$ cat config.mk
export PLATFORM = sky130hd
export DESIGN_NAME = mrd_sink_ctrl
export DESIGN_NICKNAME = d
export VERILOG_FILES = /design/src/rtl/mrd_sink_ctrl.sv
export SDC_FILE = /design/constraint.sdc
export NUM_CORES = 1
export LEC_CHECK = 0
export CAP_MARGIN = 20
export CORE_MARGIN = 3
export CORE_UTILIZATION = 30
export CTS_CLUSTER_SIZE = 16
export DETAILED_ROUTE_END_ITERATION = 12
export GPL_TIMING_DRIVEN = 0
export PLACE_DENSITY = 0.62
export SLEW_MARGIN = 25
export SYNTH_ARGS = -nofsm -noshare
export SYNTH_HDL_FRONTEND = slang
export SYNTH_SLANG_ARGS = --single-unit
$ cat constraint.sdc
create_clock -name clk -period 4.5 [get_ports clk]
set_input_delay 0.675 -clock clk [delete_from_list [all_inputs] [get_ports clk]]
set_output_delay 0.675 -clock clk [all_outputs]
set_load 0.02 [all_outputs]
$ cat src/rtl/mrd_sink_ctrl.sv
// Input sink of the mixed-radix DFT: frames the ST_IN stream into a ping-pong buffer and hands full banks to compute.
// Optional per-frame statistics counters are enabled by defining MRD_SINK_ERRCNT_EN.
module mrd_sink_ctrl #(
    parameter int DW      = 18,
    parameter int PTS_W   = 12,
    parameter int AW      = 11,
    parameter int MIN_PTS = 12,
    parameter int MAX_PTS = 1200
) (
    input  logic             clk,
    input  logic             rst_n,
    input  logic             in_valid,
    output logic             in_ready,
    input  logic             in_sop,
    input  logic             in_eop,
    input  logic [DW-1:0]    in_real,
    input  logic [DW-1:0]    in_imag,
    input  logic [PTS_W-1:0] in_dftpts,
    input  logic             in_inverse,
    output logic             wr_en,
    output logic             wr_bank,
    output logic [AW-1:0]    wr_addr,
    output logic [DW-1:0]    wr_real,
    output logic [DW-1:0]    wr_imag,
    output logic             frm_valid,
    output logic             frm_bank,
    output logic [PTS_W-1:0] frm_dftpts,
    output logic             frm_inverse,
    input  logic             frm_done,
    output logic             err_pts,
    output logic             err_len,
    output logic [15:0]      cnt_ok,
    output logic [15:0]      cnt_err
);

    typedef enum logic [1:0] {
        IDLE,
        SINK,
        DROP
    } state_t;

    state_t           state_q;
    logic             run_q;
    logic [PTS_W-1:0] cnt_q;
    logic [PTS_W-1:0] pts_q;
    logic             inv_q;
    logic             wr_ptr_q;
    logic             rd_ptr_q;
    logic [1:0]       full_q;
    logic [PTS_W-1:0] bank_pts_q [2];
    logic [1:0]       bank_inv_q;
    logic             pub_q;
    logic             pub_bank_q;
    logic             wr_en_q;
    logic             wr_bank_q;
    logic [AW-1:0]    wr_addr_q;
    logic [DW-1:0]    wr_real_q;
    logic [DW-1:0]    wr_imag_q;
    logic             err_pts_q;
    logic             err_len_q;

    logic             accept;
    logic             pts_legal;
    logic [PTS_W-1:0] cnt_next;
    logic             last_beat;
    logic             done_take;

    // run_q keeps in_ready low while reset is held without a combinational path from rst_n
    assign in_ready  = run_q & ((state_q != IDLE) | ~full_q[wr_ptr_q]);
    assign accept    = in_valid & in_ready;
    assign pts_legal = (in_dftpts >= PTS_W'(MIN_PTS)) && (in_dftpts <= PTS_W'(MAX_PTS));
    assign cnt_next  = cnt_q + PTS_W'(1);
    assign last_beat = (cnt_next == pts_q);
    assign done_take = frm_done & full_q[rd_ptr_q];

    always_ff @(posedge clk) begin
        if (!rst_n) begin
            state_q       <= IDLE;
            run_q         <= 1'b0;
            cnt_q         <= '0;
            pts_q         <= '0;
            inv_q         <= 1'b0;
            wr_ptr_q      <= 1'b0;
            rd_ptr_q      <= 1'b0;
            full_q        <= 2'b00;
            bank_pts_q[0] <= '0;
            bank_pts_q[1] <= '0;
            bank_inv_q    <= 2'b00;
            pub_q         <= 1'b0;
            pub_bank_q    <= 1'b0;
            wr_en_q       <= 1'b0;
            wr_bank_q     <= 1'b0;
            wr_addr_q     <= '0;
            wr_real_q     <= '0;
            wr_imag_q     <= '0;
            err_pts_q     <= 1'b0;
            err_len_q     <= 1'b0;
        end else begin
            run_q     <= 1'b1;
            wr_en_q   <= 1'b0;
            err_pts_q <= 1'b0;
            err_len_q <= 1'b0;
            pub_q     <= 1'b0;

            // Publish targets the bank just written, release targets the bank under compute; they never collide
            if (pub_q && !pub_bank_q) begin
                full_q[0] <= 1'b1;
            end else if (done_take && !rd_ptr_q) begin
                full_q[0] <= 1'b0;
            end
            if (pub_q && pub_bank_q) begin
                full_q[1] <= 1'b1;
            end else if (done_take && rd_ptr_q) begin
                full_q[1] <= 1'b0;
            end
            if (done_take) begin
                rd_ptr_q <= ~rd_ptr_q;
            end

            if (accept) begin
                wr_real_q <= in_real;
                wr_imag_q <= in_imag;
                wr_bank_q <= wr_ptr_q;
                case (state_q)
                    IDLE: begin
                        if (in_sop) begin
                            if (!pts_legal) begin
                                err_pts_q <= 1'b1;
                                if (!in_eop) begin
                                    state_q <= DROP;
                                end
                            end else begin
                                pts_q     <= in_dftpts;
                                inv_q     <= in_inverse;
                                wr_en_q   <= 1'b1;
                                wr_addr_q <= '0;
                                cnt_q     <= PTS_W'(1);
                                if (in_eop) begin
                                    err_len_q <= 1'b1;
                                end else begin
                                    state_q <= SINK;
                                end
                            end
                        end
                    end
                    SINK: begin
                        if (in_sop) begin
                            // A new sop aborts the frame in progress and restarts the same bank
                            err_len_q <= 1'b1;
                            if (!pts_legal) begin
                                err_pts_q <= 1'b1;
                                state_q   <= in_eop ? IDLE : DROP;
                            end else begin
                                pts_q     <= in_dftpts;
                                inv_q     <= in_inverse;
                                wr_en_q   <= 1'b1;
                                wr_addr_q <= '0;
                                cnt_q     <= PTS_W'(1);
                                state_q   <= in_eop ? IDLE : SINK;
                            end
                        end else begin
                            wr_en_q   <= 1'b1;
                            wr_addr_q <= cnt_q[AW-1:0];
                            cnt_q     <= cnt_next;
                            if (in_eop) begin
                                state_q <= IDLE;
                                if (last_beat) begin
                                    pub_q                <= 1'b1;
                                    pub_bank_q           <= wr_ptr_q;
                                    wr_ptr_q             <= ~wr_ptr_q;
                                    bank_pts_q[wr_ptr_q] <= pts_q;
                                    bank_inv_q[wr_ptr_q] <= inv_q;
                                end else begin
                                    err_len_q <= 1'b1;
                                end
                            end else if (last_beat) begin
                                err_len_q <= 1'b1;
                                state_q   <= DROP;
                            end
                        end
                    end
                    DROP: begin
                        if (in_eop) begin
                            state_q <= IDLE;
                        end
                    end
                    default: state_q <= IDLE;
                endcase
            end
        end
    end

    assign wr_en       = wr_en_q;
    assign wr_bank     = wr_bank_q;
    assign wr_addr     = wr_addr_q;
    assign wr_real     = wr_real_q;
    assign wr_imag     = wr_imag_q;
    assign err_pts     = err_pts_q;
    assign err_len     = err_len_q;
    assign frm_valid   = full_q[rd_ptr_q];
    assign frm_bank    = rd_ptr_q;
    assign frm_dftpts  = bank_pts_q[rd_ptr_q];
    assign frm_inverse = bank_inv_q[rd_ptr_q];

`ifdef MRD_SINK_ERRCNT_EN
    logic [15:0] cnt_ok_q;
    logic [15:0] cnt_err_q;
    logic [1:0]  err_inc;
    logic [16:0] err_sum;

    // Both error pulses can fire on one beat, so the error counter may advance by two
    assign err_inc = {1'b0, err_pts_q} + {1'b0, err_len_q};
    assign err_sum = {1'b0, cnt_err_q} + {15'd0, err_inc};

    always_ff @(posedge clk) begin
        if (!rst_n) begin
            cnt_ok_q  <= '0;
            cnt_err_q <= '0;
        end else begin
            if (pub_q && (cnt_ok_q != 16'hFFFF)) begin
                cnt_ok_q <= cnt_ok_q + 16'd1;
            end
            cnt_err_q <= err_sum[16] ? 16'hFFFF : err_sum[15:0];
        end
    end

    assign cnt_ok  = cnt_ok_q;
    assign cnt_err = cnt_err_q;
`else
    assign cnt_ok  = '0;
    assign cnt_err = '0;
`endif

endmodule

---- Word level (Yosys, flattened, before mapping) ----
Memories as Yosys holds them, arrays and structs flattened. A register that Yosys moved wholly into a read port is not among the register bits.
Cells that the tools add are included.
W data, S select, Z words.
storage, ports and cells
  bits in registers ....................... 87
  memory bits (writable) .................. 24
  bits of input ports ..................... 55
  output and inout bits ................... 99
  word-level logic and storage cells ...... 121
  memories kept ........................... 1
memory list
  memory      words  width  read ports  clocked after memory_dff  wr ports  line  RTL
  bank_pts_q  2      12     1           1                         2         50    logic [PTS_W-1:0] bank_pts_q [2];
cells by class
  add/sub/neg operators ................... 1
  magnitude comparators ................... 5
  equal/unequal tests ..................... 7
  mux-type cells .......................... 59
  bitwise logic cells ..................... 8
  reductions and logical operators ........ 21
operator list
  operator                 count
  $mux W12                 4
  $mux W1                  35
  $mux W11                 3
  $pmux W12 S2             1
  $pmux W11 S2             1
  $mux W2                  10
  $add A12 B1 Y12 const B  1
  $eq A12 B12 Y1           1
  $ge A12 B4 Y1 const B    1
  $le A12 B11 Y1 const B   1
  $reduce_or A12 Y1        1
  $reduce_and A5 Y1        2
  $reduce_and A4 Y1        2
  $reduce_bool A2 Y1       4
  $logic_and A1 B1 Y1      6
  $ne A2 B2 Y1 const B     3
  $pmux W2 S3              1
  $lt A1 B2 Y1 const B     2
  $ne A4 B4 Y1 const B     1
  $not A1 Y1               4
  $pmux W1 S2              2
  $and A1 B1 Y1            3
  $reduce_and A3 Y1        1
  $bwmux W2                1
  9 further kinds          10

---- Longest topological paths before layout ----
  depth in word-level cells ............... 11
  gate-level depth with buffers ........... 13
  gate-level depth less buffers ........... 11

---- Least setup slack after synthesis ----
OpenSTA, ideal clock, no wires.
  path kind ............................... register to register
  from .................................... register cnt_q[0]
  to ...................................... memory bank_pts_q[1][0] (enable)
  setup time .............................. 0.398 ns
  arrival ................................. 3.208 ns
  required time ........................... 4.102 ns
  setup slack ............................. 0.894 ns
  cell stages (with the launch flop) ...... 12
  cells stage by stage .................... dfxtp_1 -> ha_1 -> nand3_1 -> buf_2 -> or4_1 -> nor3_1 -> a31oi_1 -> or2_1 -> inv_1 -> ha_1 -> nand2_1 -> o21ai_0
RTL lines
  element                 line  RTL
  from (decl)             44    logic [PTS_W-1:0] cnt_q;
  from (signal assigned)  164   cnt_q <= cnt_next;
  to (decl)               50

==> run metrics <==
Slew Limit Fails 0; syn avg cell area 9.46 sq um; Worst Path Max Fanout 10; Synth-to-Final Area Change 36.9%; Final Cycle Share 83.6%; PwrDens 298 mW/mm^2; remaining antenna violation count after routing 0; Mapped Area 0.00522 sq mm; setup bufs post-CTS 0; initial detailed-routing violation count 289; Adder-Cell Fraction of Synth Area 0.960%; Synth Area in Compound Gates 17.9%; area leader, netlist dfxtp_1; routability cong. 0.795; sequential-to-total area share from yosys stat 47.6%; routed wl met3 762 microns; via count 4136; setup TNS 0 ns; synth unique cells 58; worst rel slew slack 45.0%; FMAX 0.266 GHz; CTS-repair resized insts 0; H-tree depth 3; slew at the pin closest to its max-slew limit 0.821 ns; fraction of synthesized cell area in xor and xnor cells 1.85%; critical path's largest stage delay 0.50 ns; skew final 0.0114 ns; Simple-Gate Fraction of Synth Area 18.2%; top post-synthesis cells by area dfxtp_1 (34%), edfxtp_1 (14%), nand2_1 (6.6%), a21boi_0 (5.9%), buf_4 (4.6%); Min Clock Period, post-route 3.76 ns; asr flop ratio synth 0%; core region area 0.0168 sq mm; Hold-fix buffers, CTS 0; warning count from the yosys run 0; CP cell instances ha_1, nand3_1, buf_2, or3_1, a32oi_1, o2111ai_2, or2_1, inv_1, ha_1, nand2_1, o21ai_1, buf_4; # DRC 0; top sig layer met4; Starting Density 31.0%; nets 774; largest net degree at the start of global routing 23; Final Setup Violations 0; worst min-delay path category flop to flop; Syn Inst Count 551; wl on met1 6280 microns; layout cell share with drive strength beyond 1 10.8%; Total GRT Usage 14.2%; Post-synth top flop dfxtp_1; Die ar. 0.0190 sq mm; Critical Path RT 4.57 ns; via/cell ratio 4.40; CP most frequent cell ha_1; worst vdd ir 0.177 mV; drt total wl 13300 microns; Synth top area share 33.8%; root buf cell clkbuf_16; Pre-antenna DRT Iters 4; unrepaired setup endpoints after global routing no; CTS sink count 112; Ant. Diodes 0; clock latency on the worst-skew pair 0.36 ns; largest family of logic cells by synthesized area simple AND/OR/NAND/NOR gates; crit path max-delay cell type o21ai_1; Hold Fails Final Rpt 0; Max-Cap Viols 0; mux cell area share after synthesis 5.11%; #FFs+latches synth 112; Clock Pin Slew Worst Setup and Hold Paths 0.08 ns; CTS Buf Count 9; Top Ports 154; die width 138 microns; PortBufs 121; top cells by instance count after synthesis nand2_1 (92), dfxtp_1 (88), a21boi_0 (41); status finished clean; row count 47; Die Y 138 microns; most frequent cell after synthesis nand2_1; leak pwr 2.62 nW; vias in the first global route 3875; Post-synth EDFFs 24; clock tree buffer depth 2; CP Class flop to flop; post-layout util 42.4%; CTS tree yes; antenna violations before repair 0; worst path arrival time 3.83 ns; Startpoint Class flop; first-pass GRT wire length 20900 microns; WL met2 6100 microns; GR Overflow Total 0; wire length per cell 14.1 microns; DP HPWL 10000 microns; Crit. End Element flop
[worst max-delay path, delay by kind of cell (launching register included)]
kind                     cells  cell delay (ns)
AO/OA/AOI/OAI                3             1.11
AND/OR/NAND/NOR              4             0.91
buffers and inverters        3             0.53
flip-flops                   1             0.49
adder cells (fa/ha/maj)      2             0.43
[worst paths after layout]
path                            to       start  cells past startpoint  slack (ns)
setup reg to reg  bank_pts_q[0][7]    cnt_q[0]                     12        0.74
hold reg to reg         wr_real[3]  wr_real[3]                      2        0.46
setup / recovery  bank_pts_q[0][7]    cnt_q[0]                     12        0.74
hold / removal          wr_real[3]  wr_real[3]                      2        0.46
[placed cells by master (no fill, tap or decap), types with 4 or more instances in the layout]
cell             synthesis  routed
dfxtp_1                 88      88
nand3_1                  7       7
conb_1                   1      32
o21ai_0                 24      22
or3_1                    4       4
nor3_1                  10      10
xnor2_1                  8       8
clkbuf_1                26      26
nor2_1                  13      13
a31oi_1                  9       9
clkbuf_16                0       9
o21a_1                   4       4
and2_1                  18      18
mux2_2                  13      13
inv_1                   13      13
ha_1                     4       4
buf_2                    5       5
nor2b_1                 16      16
a21boi_0                41      41
and3_1                  13      13
mux2i_1                 12      12
or4_1                    4       4
edfxtp_1                24      24
a21oi_1                  6       6
buf_4                   32      33
a22o_1                  12      12
nand2_1                 92      92
clkdlybuf4s50_1          0     121
[routing by layer]
layer / up-vias / GRT usage [%]
met5: - / 0
met4: 0 / 4.45
met3: 8 / 3.62
met2: 100 / 22.1
met1: 1838 / 19.3
li1: 2190 / -
[layout make-up]
cell class	instances	area (sq um)
buffer	67	387
fill	1707	9680
tap	220	275
inverter	13	48.8
multi-input combinational	390	2420
clock buffer	9	225
clock inverter	7	85.1
timing repair buffer	122	1220
sequential	112	2480
[cell families (layout without fill, tap and decap cells)]
logic type | count (synthesis) | count (layout)
AND/OR/NAND/NOR | 193 | 193
AO/OA/AOI/OAI | 125 | 125
flip-flops | 112 | 112
buffers and inverters | 80 | 218
multiplexers | 25 | 25
XOR/XNOR | 11 | 11
adder cells (fa/ha/maj) | 4 | 4
other | 1 | 32
[where the power goes]
group          switching [mW]  leakage [nW]  internal (mW)  total [mW]
clock                   0.419         0.147          0.399       0.818
combinational           0.126          1.51          0.123       0.248
sequential             0.0120         0.959           1.05        1.06
[stage by stage]
stage	worst slack [ns]	power (mW)	cells	hold slack (ns)	cell area, sq um
after global placement	0.0628	1.33	923	0.451	6820
after global routing	0.479	2.21	940	0.486	7140
after floorplan	0.894	1.22	582	0.439	5330
final	0.739	2.13	940	0.464	7140
after CTS	0.714	2.16	940	0.469	7140
after detailed placement	0.726	1.33	924	0.459	6830
[flip-flops by register name (all words and copies together) (netlist names), named ones only]
name,cells
bank_pts_q,24
wr_imag,18
wr_real,18
cnt_q,12
pts_q,12
wr_addr,11
bank_inv_q,2
full_q,2
state_q,2
err_len,1
err_pts,1
frm_bank,1
inv_q,1
pub_bank_q,1
pub_q,1
run_q,1
wr_bank,1
wr_en,1
wr_ptr_q,1
Note: power is estimated with default switching activity, not from simulation.
